`src/rtl/trigger_event_logger.sv`:
```
// Timestamps rising edges of trigger0/trigger1 against a shot-relative counter and
// buffers {flags, pulse_delay, timestamp} records in a first-word-fall-through FIFO.
module trigger_event_logger #(
  parameter int unsigned DEPTH    = 16,
  parameter int unsigned TS_WIDTH = 32
) (
  input  logic                     clk,
  input  logic                     rst,
  input  logic                     arm,
  input  logic                     trigger0,
  input  logic                     trigger1,
  input  logic [15:0]              pulse_delay,
  output logic [63:0]              m_data,
  output logic                     m_valid,
  input  logic                     m_ready,
  output logic [$clog2(DEPTH):0]   fill,
  output logic                     overflow,
  output logic [15:0]              drop_cnt
);

  localparam int unsigned AW = $clog2(DEPTH);
  localparam logic [AW-1:0] PTR_ONE  = AW'(1);
  localparam logic [AW:0]   FILL_ONE = (AW+1)'(1);
  localparam logic [AW:0]   FILL_MAX = (AW+1)'(DEPTH);

  logic                arm_q;
  logic                trig0_q, trig1_q;
  logic [TS_WIDTH-1:0] ts_q, ts_d;
  logic                overflow_q, overflow_d;
  logic [15:0]         drop_cnt_q, drop_cnt_d;
  logic [AW-1:0]       wr_ptr_q, wr_ptr_d;
  logic [AW-1:0]       rd_ptr_q, rd_ptr_d;
  logic [AW:0]         fill_q, fill_d;
  logic [63:0]         m_data_q, m_data_d;
  logic [63:0]         mem_q [DEPTH];

  logic                start, t0_p0, t1_p0, event_v;
  logic                full, valid, pop, push, drop;
  logic [TS_WIDTH-1:0] ts_cur;
  logic [15:0]         drop_base;
  logic [63:0]         rec;

  always_comb begin
    start     = arm & ~arm_q;
    t0_p0     = trigger0 & ~trig0_q;
    t1_p0     = trigger1 & ~trig1_q;
    event_v   = arm & (t0_p0 | t1_p0);
    ts_cur    = start ? '0 : ts_q;
    valid     = (fill_q != '0);
    full      = (fill_q == FILL_MAX);
    pop       = valid & m_ready;
    push      = event_v & (~full | pop);
    drop      = event_v & full & ~pop;
    rec       = {t1_p0, t0_p0, 14'b0, pulse_delay, ts_cur};

    ts_d = ts_q;
    if (arm) ts_d = (&ts_cur) ? ts_cur : ts_cur + TS_WIDTH'(1);

    overflow_d = start ? 1'b0 : overflow_q;
    drop_base  = start ? '0 : drop_cnt_q;
    drop_cnt_d = drop_base;
    if (drop) begin
      overflow_d = 1'b1;
      if (drop_base != '1) drop_cnt_d = drop_base + 16'd1;
    end

    wr_ptr_d = push ? wr_ptr_q + PTR_ONE : wr_ptr_q;
    rd_ptr_d = pop  ? rd_ptr_q + PTR_ONE : rd_ptr_q;

    fill_d = fill_q;
    case ({push, pop})
      2'b10:   fill_d = fill_q + FILL_ONE;
      2'b01:   fill_d = fill_q - FILL_ONE;
      default: fill_d = fill_q;
    endcase

    // Head register is preloaded with whatever will sit at rd_ptr_d after this edge,
    // bypassing the memory when the new record becomes the head directly.
    m_data_d = m_data_q;
    if (pop && fill_q > FILL_ONE)
      m_data_d = mem_q[rd_ptr_q + PTR_ONE];
    else if (push && (fill_q == '0 || (pop && fill_q == FILL_ONE)))
      m_data_d = rec;
  end

  always_ff @(posedge clk) begin
    if (rst) begin
      arm_q      <= 1'b0;
      trig0_q    <= 1'b0;
      trig1_q    <= 1'b0;
      ts_q       <= '0;
      overflow_q <= 1'b0;
      drop_cnt_q <= '0;
      wr_ptr_q   <= '0;
      rd_ptr_q   <= '0;
      fill_q     <= '0;
      m_data_q   <= '0;
    end else begin
      arm_q      <= arm;
      trig0_q    <= trigger0;
      trig1_q    <= trigger1;
      ts_q       <= ts_d;
      overflow_q <= overflow_d;
      drop_cnt_q <= drop_cnt_d;
      wr_ptr_q   <= wr_ptr_d;
      rd_ptr_q   <= rd_ptr_d;
      fill_q     <= fill_d;
      m_data_q   <= m_data_d;
    end
  end

  always_ff @(posedge clk) begin
    if (!rst && push) mem_q[wr_ptr_q] <= rec;
  end

  assign m_data   = m_data_q;
  assign m_valid  = (fill_q != '0);
  assign fill     = fill_q;
  assign overflow = overflow_q;
  assign drop_cnt = drop_cnt_q;

endmodule

```
`config.mk`:
```
export PLATFORM = sky130hd
export DESIGN_NAME = trigger_event_logger
export DESIGN_NICKNAME = d
export VERILOG_FILES = /design/src/rtl/trigger_event_logger.sv
export SDC_FILE = /design/constraint.sdc
export NUM_CORES = 1
export LEC_CHECK = 0
export CORE_ASPECT_RATIO = 0.6
export CORE_MARGIN = 3
export CORE_UTILIZATION = 25
export CTS_BUF_LIST = sky130_fd_sc_hd__clkbuf_16
export CTS_CLUSTER_SIZE = 30
export DETAILED_ROUTE_END_ITERATION = 12
export HOLD_SLACK_MARGIN = 0.02
export SYNTH_ARGS = -nofsm -noshare
export SYNTH_HDL_FRONTEND = slang
export SYNTH_SLANG_ARGS = --single-unit
```
`constraint.sdc`:
```
create_clock -name clk -period 6.3 [get_ports clk]
set_input_delay 1.26 -clock clk [delete_from_list [all_inputs] [get_ports clk]]
set_output_delay 1.26 -clock clk [all_outputs]
set_load 0.005 [all_outputs]
```
# --- After elaboration in Yosys (flattened, before gate mapping) ---
# Memories as Yosys holds them, arrays and structs flattened.
# Cells that the tools add are included.
classes:
  muxes: 12
  n_reduce_logical: 12
  eq_ne: 5
  n_bitwise: 15
  add_sub_neg: 6
  magnitude_cmp: 1
ops:
  columns: ["cell", "n"]
  rows:
  - ["$mux 64", 2]
  - ["$mux 32", 2]
  - ["$mux 16", 3]
  - ["$add 32x1->32 const B", 1]
  - ["$reduce_and 32->1", 1]
  - ["$add 16x1->16 const B", 1]
  - ["$ne 16x16->1 const B", 1]
  - ["$pmux 5 s2", 1]
  - ["$add 4x1->4 const B", 2]
  - ["$and 1x1->1", 8]
  - ["$reduce_bool 2->1", 3]
  - ["$add 5x1->5 const B", 1]
  - ["$eq 5x1->1 const B", 1]
  - ["$eq 5x5->1 const B", 1]
  - ["$gt 5x1->1 const B", 1]
  - ["$logic_not 5->1", 1]
  - ["$not 1->1", 5]
  - ["$reduce_bool 5->1", 1]
  - ["$sub 5x1->5 const B", 1]
  - ["$logic_and 1x1->1", 4]
  - ["$mux 1", 4]
  - ["$eq 2x1->1 const B", 1]
  - ["$eq 2x2->1 const B", 1]
  - ["$or 1x1->1", 2]
  - ["2 further kinds", 2]
word_totals:
  output_inout_bits: 87
  ram_bits: 800
  wordCells: 62
  n_memories: 1
  input_bits: 22
  reg_bits: 129
mem_list:
  columns: ["memory", "depth", "width", "read_ports", "rd_ports_with_merged_regs", "wr", "line", "text"]
  rows:
  - ["mem_q", 16, 50, 1, 0, 1, "35", "logic [63:0] mem_q [DEPTH];"]

# --- Logic depth before layout (Yosys ltp) ---
depth:
  word_depth: 8
  ltp_mapped: 14
  depth_no_buf: 11

# --- Worst setup path after synthesis ---
# No wires, ideal clock.
synth_path:
  kind: "input-to-reg"
  startpoint: "input trigger0"
  endpoint: "memory mem_q[0][0] (netlist bit) (enable)"
  t_required_ns: 5.842
  t_arrival_ns: 5.060
  path_slack_ns: 0.782
  setup_ns: 0.458
  cell_stages: 6
  path_cell_list: "nor2b_1 o21ai_0 nor2_1 inv_1 or3_1 nor2_1"
synth_via:
  elab_chain_cells: 7
synth_rtl:
  columns: ["item", "line", "text"]
  rows:
  - ["start: declaration", "10", "input logic trigger0,"]
  - ["$and 1x1->1", "45", "t0_p0 = trigger0 & ~trig0_q;"]
  - ["$or 1x1->1", "47", "event_v = arm & (t0_p0 | t1_p0);"]
  - ["$and 1x1->1", "47", null]
  - ["$and 1x1->1", "52", "push = event_v & (~full | pop);"]
  - ["$logic_and 1x1->1", "113", "if (!rst && push) mem_q[wr_ptr_q] <= rec;"]
  - ["$mux 1", "113", null]
  - ["$mux 1 (implied by the code)", "113", null]
  - ["end: declaration", "35", null]
# Every way passes these cells.

# --- Worst setup path after layout ---
layout_path:
  startpoint: "input arm"
  endpoint: "register ts_q[30]"
layout_via:
  elab_chain_cells: 4
  elab_cells_between_ends: 5
layout_rtl:
  columns: ["item", "line", "text"]
  rows:
  - ["start: declaration", "9", "input logic arm,"]
  - ["$and 1x1->1 *", "44", "start = arm & ~arm_q;"]
  - ["$mux 32 *", "48", "ts_cur = start ? '0 : ts_q;"]
  - ["net ts_cur[1]", "39", "logic [TS_WIDTH-1:0] ts_cur;"]
  - ["$add 32x1->32 or $reduce_and 32->1 (tied branches)", "57", "if (arm) ts_d = (&ts_cur) ? ts_cur : ts_cur + TS_WIDTH'(1);"]
  - ["$mux 32 *", "57", null]
  - ["end signal: assignment", "102", "ts_q <= ts_d;"]
  - ["end: declaration", "28", "logic [TS_WIDTH-1:0] ts_q, ts_d;"]
# The timed path passes the listed nets; every way through them passes the cells marked *.
# A chain may end at the register's enable or synchronous reset.

==> flow_summary.toml <==
[critical_path]
path_cells = "clkdlybuf4s50_1, nand2b_2, and2_1, ha_1, and4_1, nor4b_2, buf_4, nor4b_2, nand4_1, xor2_1, nor2_1"
worst-path-buf-inv = 2
rrSetupSlack_ns = 2.77
cp_slowest_cell = "clkdlybuf4s50_1"
critPathMostFrequentCell = "nor4b_2"
cp_data_arrival_time_ns = 4.99
crit_type = "input port to flop"
crit_path_start_kind = "input port"
cpPeakStageDelay_ns = 0.68
crit_family = "simple AND/OR/NAND/NOR gates"
cp.required_ns = 6.81
end_kind = "flop"
crit_path_max_fanout = 22

[placed_design]
dpl.hpwl_um = 53300
gp_congestion = 0.816
portBuffers = 94

[timing]
rsz0062_at_grt = "no"
setup_violations = 0
clock_skew_ns = 0.0335
period_minus_slack_ns = 4.49
worst_pin_slew_ns = 1.12
setup_tns_ns = 0
hold_violations = 0
finalCritPeriodShare = 0.712
slew_headroom = 0.251
max_freq_mhz = 223
slew_viol_final = 0

[synthesis]
syn_area_um2 = 35600
netlist_top_cells_count = "800 x edfxtp_1, 200 x mux4_2, 115 x dfxtp_1, 74 x nor2_1, 70 x mux2i_1"
ys.flop_type = "edfxtp_1"
ys_types = 60
synth.area.top_cells = "edfxtp_1 68%, mux4_2 13%, dfxtp_1 6.5%, mux2i_1 2.0%, mux2_2 1.6%"
async_reset_ff_frac = 0
synth_edf_count = 800
synth_most_common_cell = "edfxtp_1"
ys_warn_count = 0
yosysSeqAreaShare = 0.740
synth_top_cell_by_area = "edfxtp_1"
synth_top_area_frac = 0.675
avgSynthCellArea_um2 = 19.5
ys_seq_elements = 915
synth_cells = 1824

[clocking]
htree_levels = 3
clk_latency_ns = 0.66
cts_tree = "yes"
post_cts_buffers = 0
cts_sinks = 915
clock-root-buffer = "clkbuf_16"
clk_pin_slew_ns = 0.07
post_cts_resized = 0
clockBufferDepth = 3
cts_buffers = 81
cts_hold_buffers = 0

[drt]
wire_per_inst_um = 22.1
post-route-drc-count = 0
vias = 17800
ant_nets = 0
wirelength_um = 86600
first_pass_iters = 6
routed_via_density = 4.54
drt_iter0_drc = 2160

[power]
power_density_nw_per_um2 = 358
power_w = 0.0149
power_leakage_nw = 12.0
ir_drop_mv = 0.366

[floorplan]
fp.dieArea_um2 = 147000
chipHeight_um = 298
coreArea_um2 = 140000
rows = 106
dieWidth_um = 493
start_util = 0.254
ios = 109

[outcome]
outcome = "completed"

[finish]
drive_above_1_share = 0.223
diodes = 0
fin_nets = 1995
area_growth_pct = 17.2

[grt]
grt_pass1_vias = 17700
grt_pass1_wl_um = 128000
antenna_found_initial = 1
track_usage = 0.117
grt_max_degree = 105
gr-total-overflow = 0

[worst_hold_path]
hp-class = "flop to flop"

[job]
cap_violations = 0
==> sequential cells by signal, indices dropped and copies added, names as in the netlist, 4 cells and up <==
name,flops
drop_cnt,16
mem_q,800
fill,5
wr_ptr_q,4
rd_ptr_q,4
ts_q,32
m_data,50
==> final cells by class <==
cell class                      instances  area (µm²)
Clock buffer                           85        2130
Clock inverter                         65         437
Fill cell                           13700       98600
Inverter                               16        60.1
Multi-Input combinational cell        796        8910
Sequential cell                       915       26300
Tap cell                             1890        2360
Timing Repair Buffer                  151        1460
==> path summary, 6_finish.rpt <==
path,start,to,depth (start not counted)
max,arm,ts_q[30],11
min reg2reg,ts_q[1],ts_q[1],2
min,ts_q[1],ts_q[1],2
max reg2reg,arm_q,ts_q[30],10
==> through the flow <==
stage,setup slack (ns),area [µm²],hold WS (ns),utilization,std cells
2_1_floorplan,0.782,35600,0.445,-,1837
3_3_place_gp,1.36,39100,0.472,0.279,3768
3_5_place_dp,1.25,39100,0.470,0.279,3768
4_1_cts,1.95,41700,0.479,0.297,3918
5_1_grt,1.55,41700,0.522,0.297,3918
6_report,1.81,41700,0.482,0.297,3918
==> cell usage in the layout (no fill, tap or decap), types with 4 or more instances in the layout <==
cell type,count
nor2_1,57
nor3_1,5
or3_1,10
inv_1,31
and3_1,9
clkbuf_16,85
o2111ai_1,5
o21ai_0,42
buf_4,49
clkinv_2,11
clkdlybuf4s50_1,93
bufinv_16,5
mux2i_1,70
nand3_1,20
xnor2_1,15
o221ai_1,18
o211ai_1,4
nor2_4,17
mux2_2,50
and2_1,31
dfxtp_1,114
a222oi_1,32
clkinv_1,25
nand4_1,18
nor2b_1,9
buf_12,8
conb_1,14
nand2_1,64
ha_1,11
edfxtp_1,800
a21oi_1,15
mux4_2,200
xor2_1,27
and4_1,6
==> per-layer routing <==
layer,GRT usage,vias to the layer above,routed length [µm]
li1,-,7698,-
met1,0.184,9376,42100
met2,0.162,616,37000
met3,0.0240,84,6080
met4,0.0256,0,1430
met5,0,-,0
==> worst min-delay path: stages (launching register included) <==
cell and delay [ns]:
dfxtp_1 0.33, nand2_1 0.06, a21oi_1 0.05
==> cells by family after synthesis <==
group / share of synthesized area
muxes: 0.162
and+or+nand+nor: 0.0394
buffers and inverters: 0.0161
DFF: 0.740
other: 0.000105
AOI/OAI and AO/OA: 0.0275
xor gates and xnor gates: 0.0106
adders and majority gates: 0.00422
==> report_power, final <==
group / internal [W] / switching (W)
sequential: 0.00668 / 0.000191
combinational: 0.00166 / 0.00152
clock: 0.00266 / 0.00221
No activity file was read; power rests on OpenSTA's default activity.
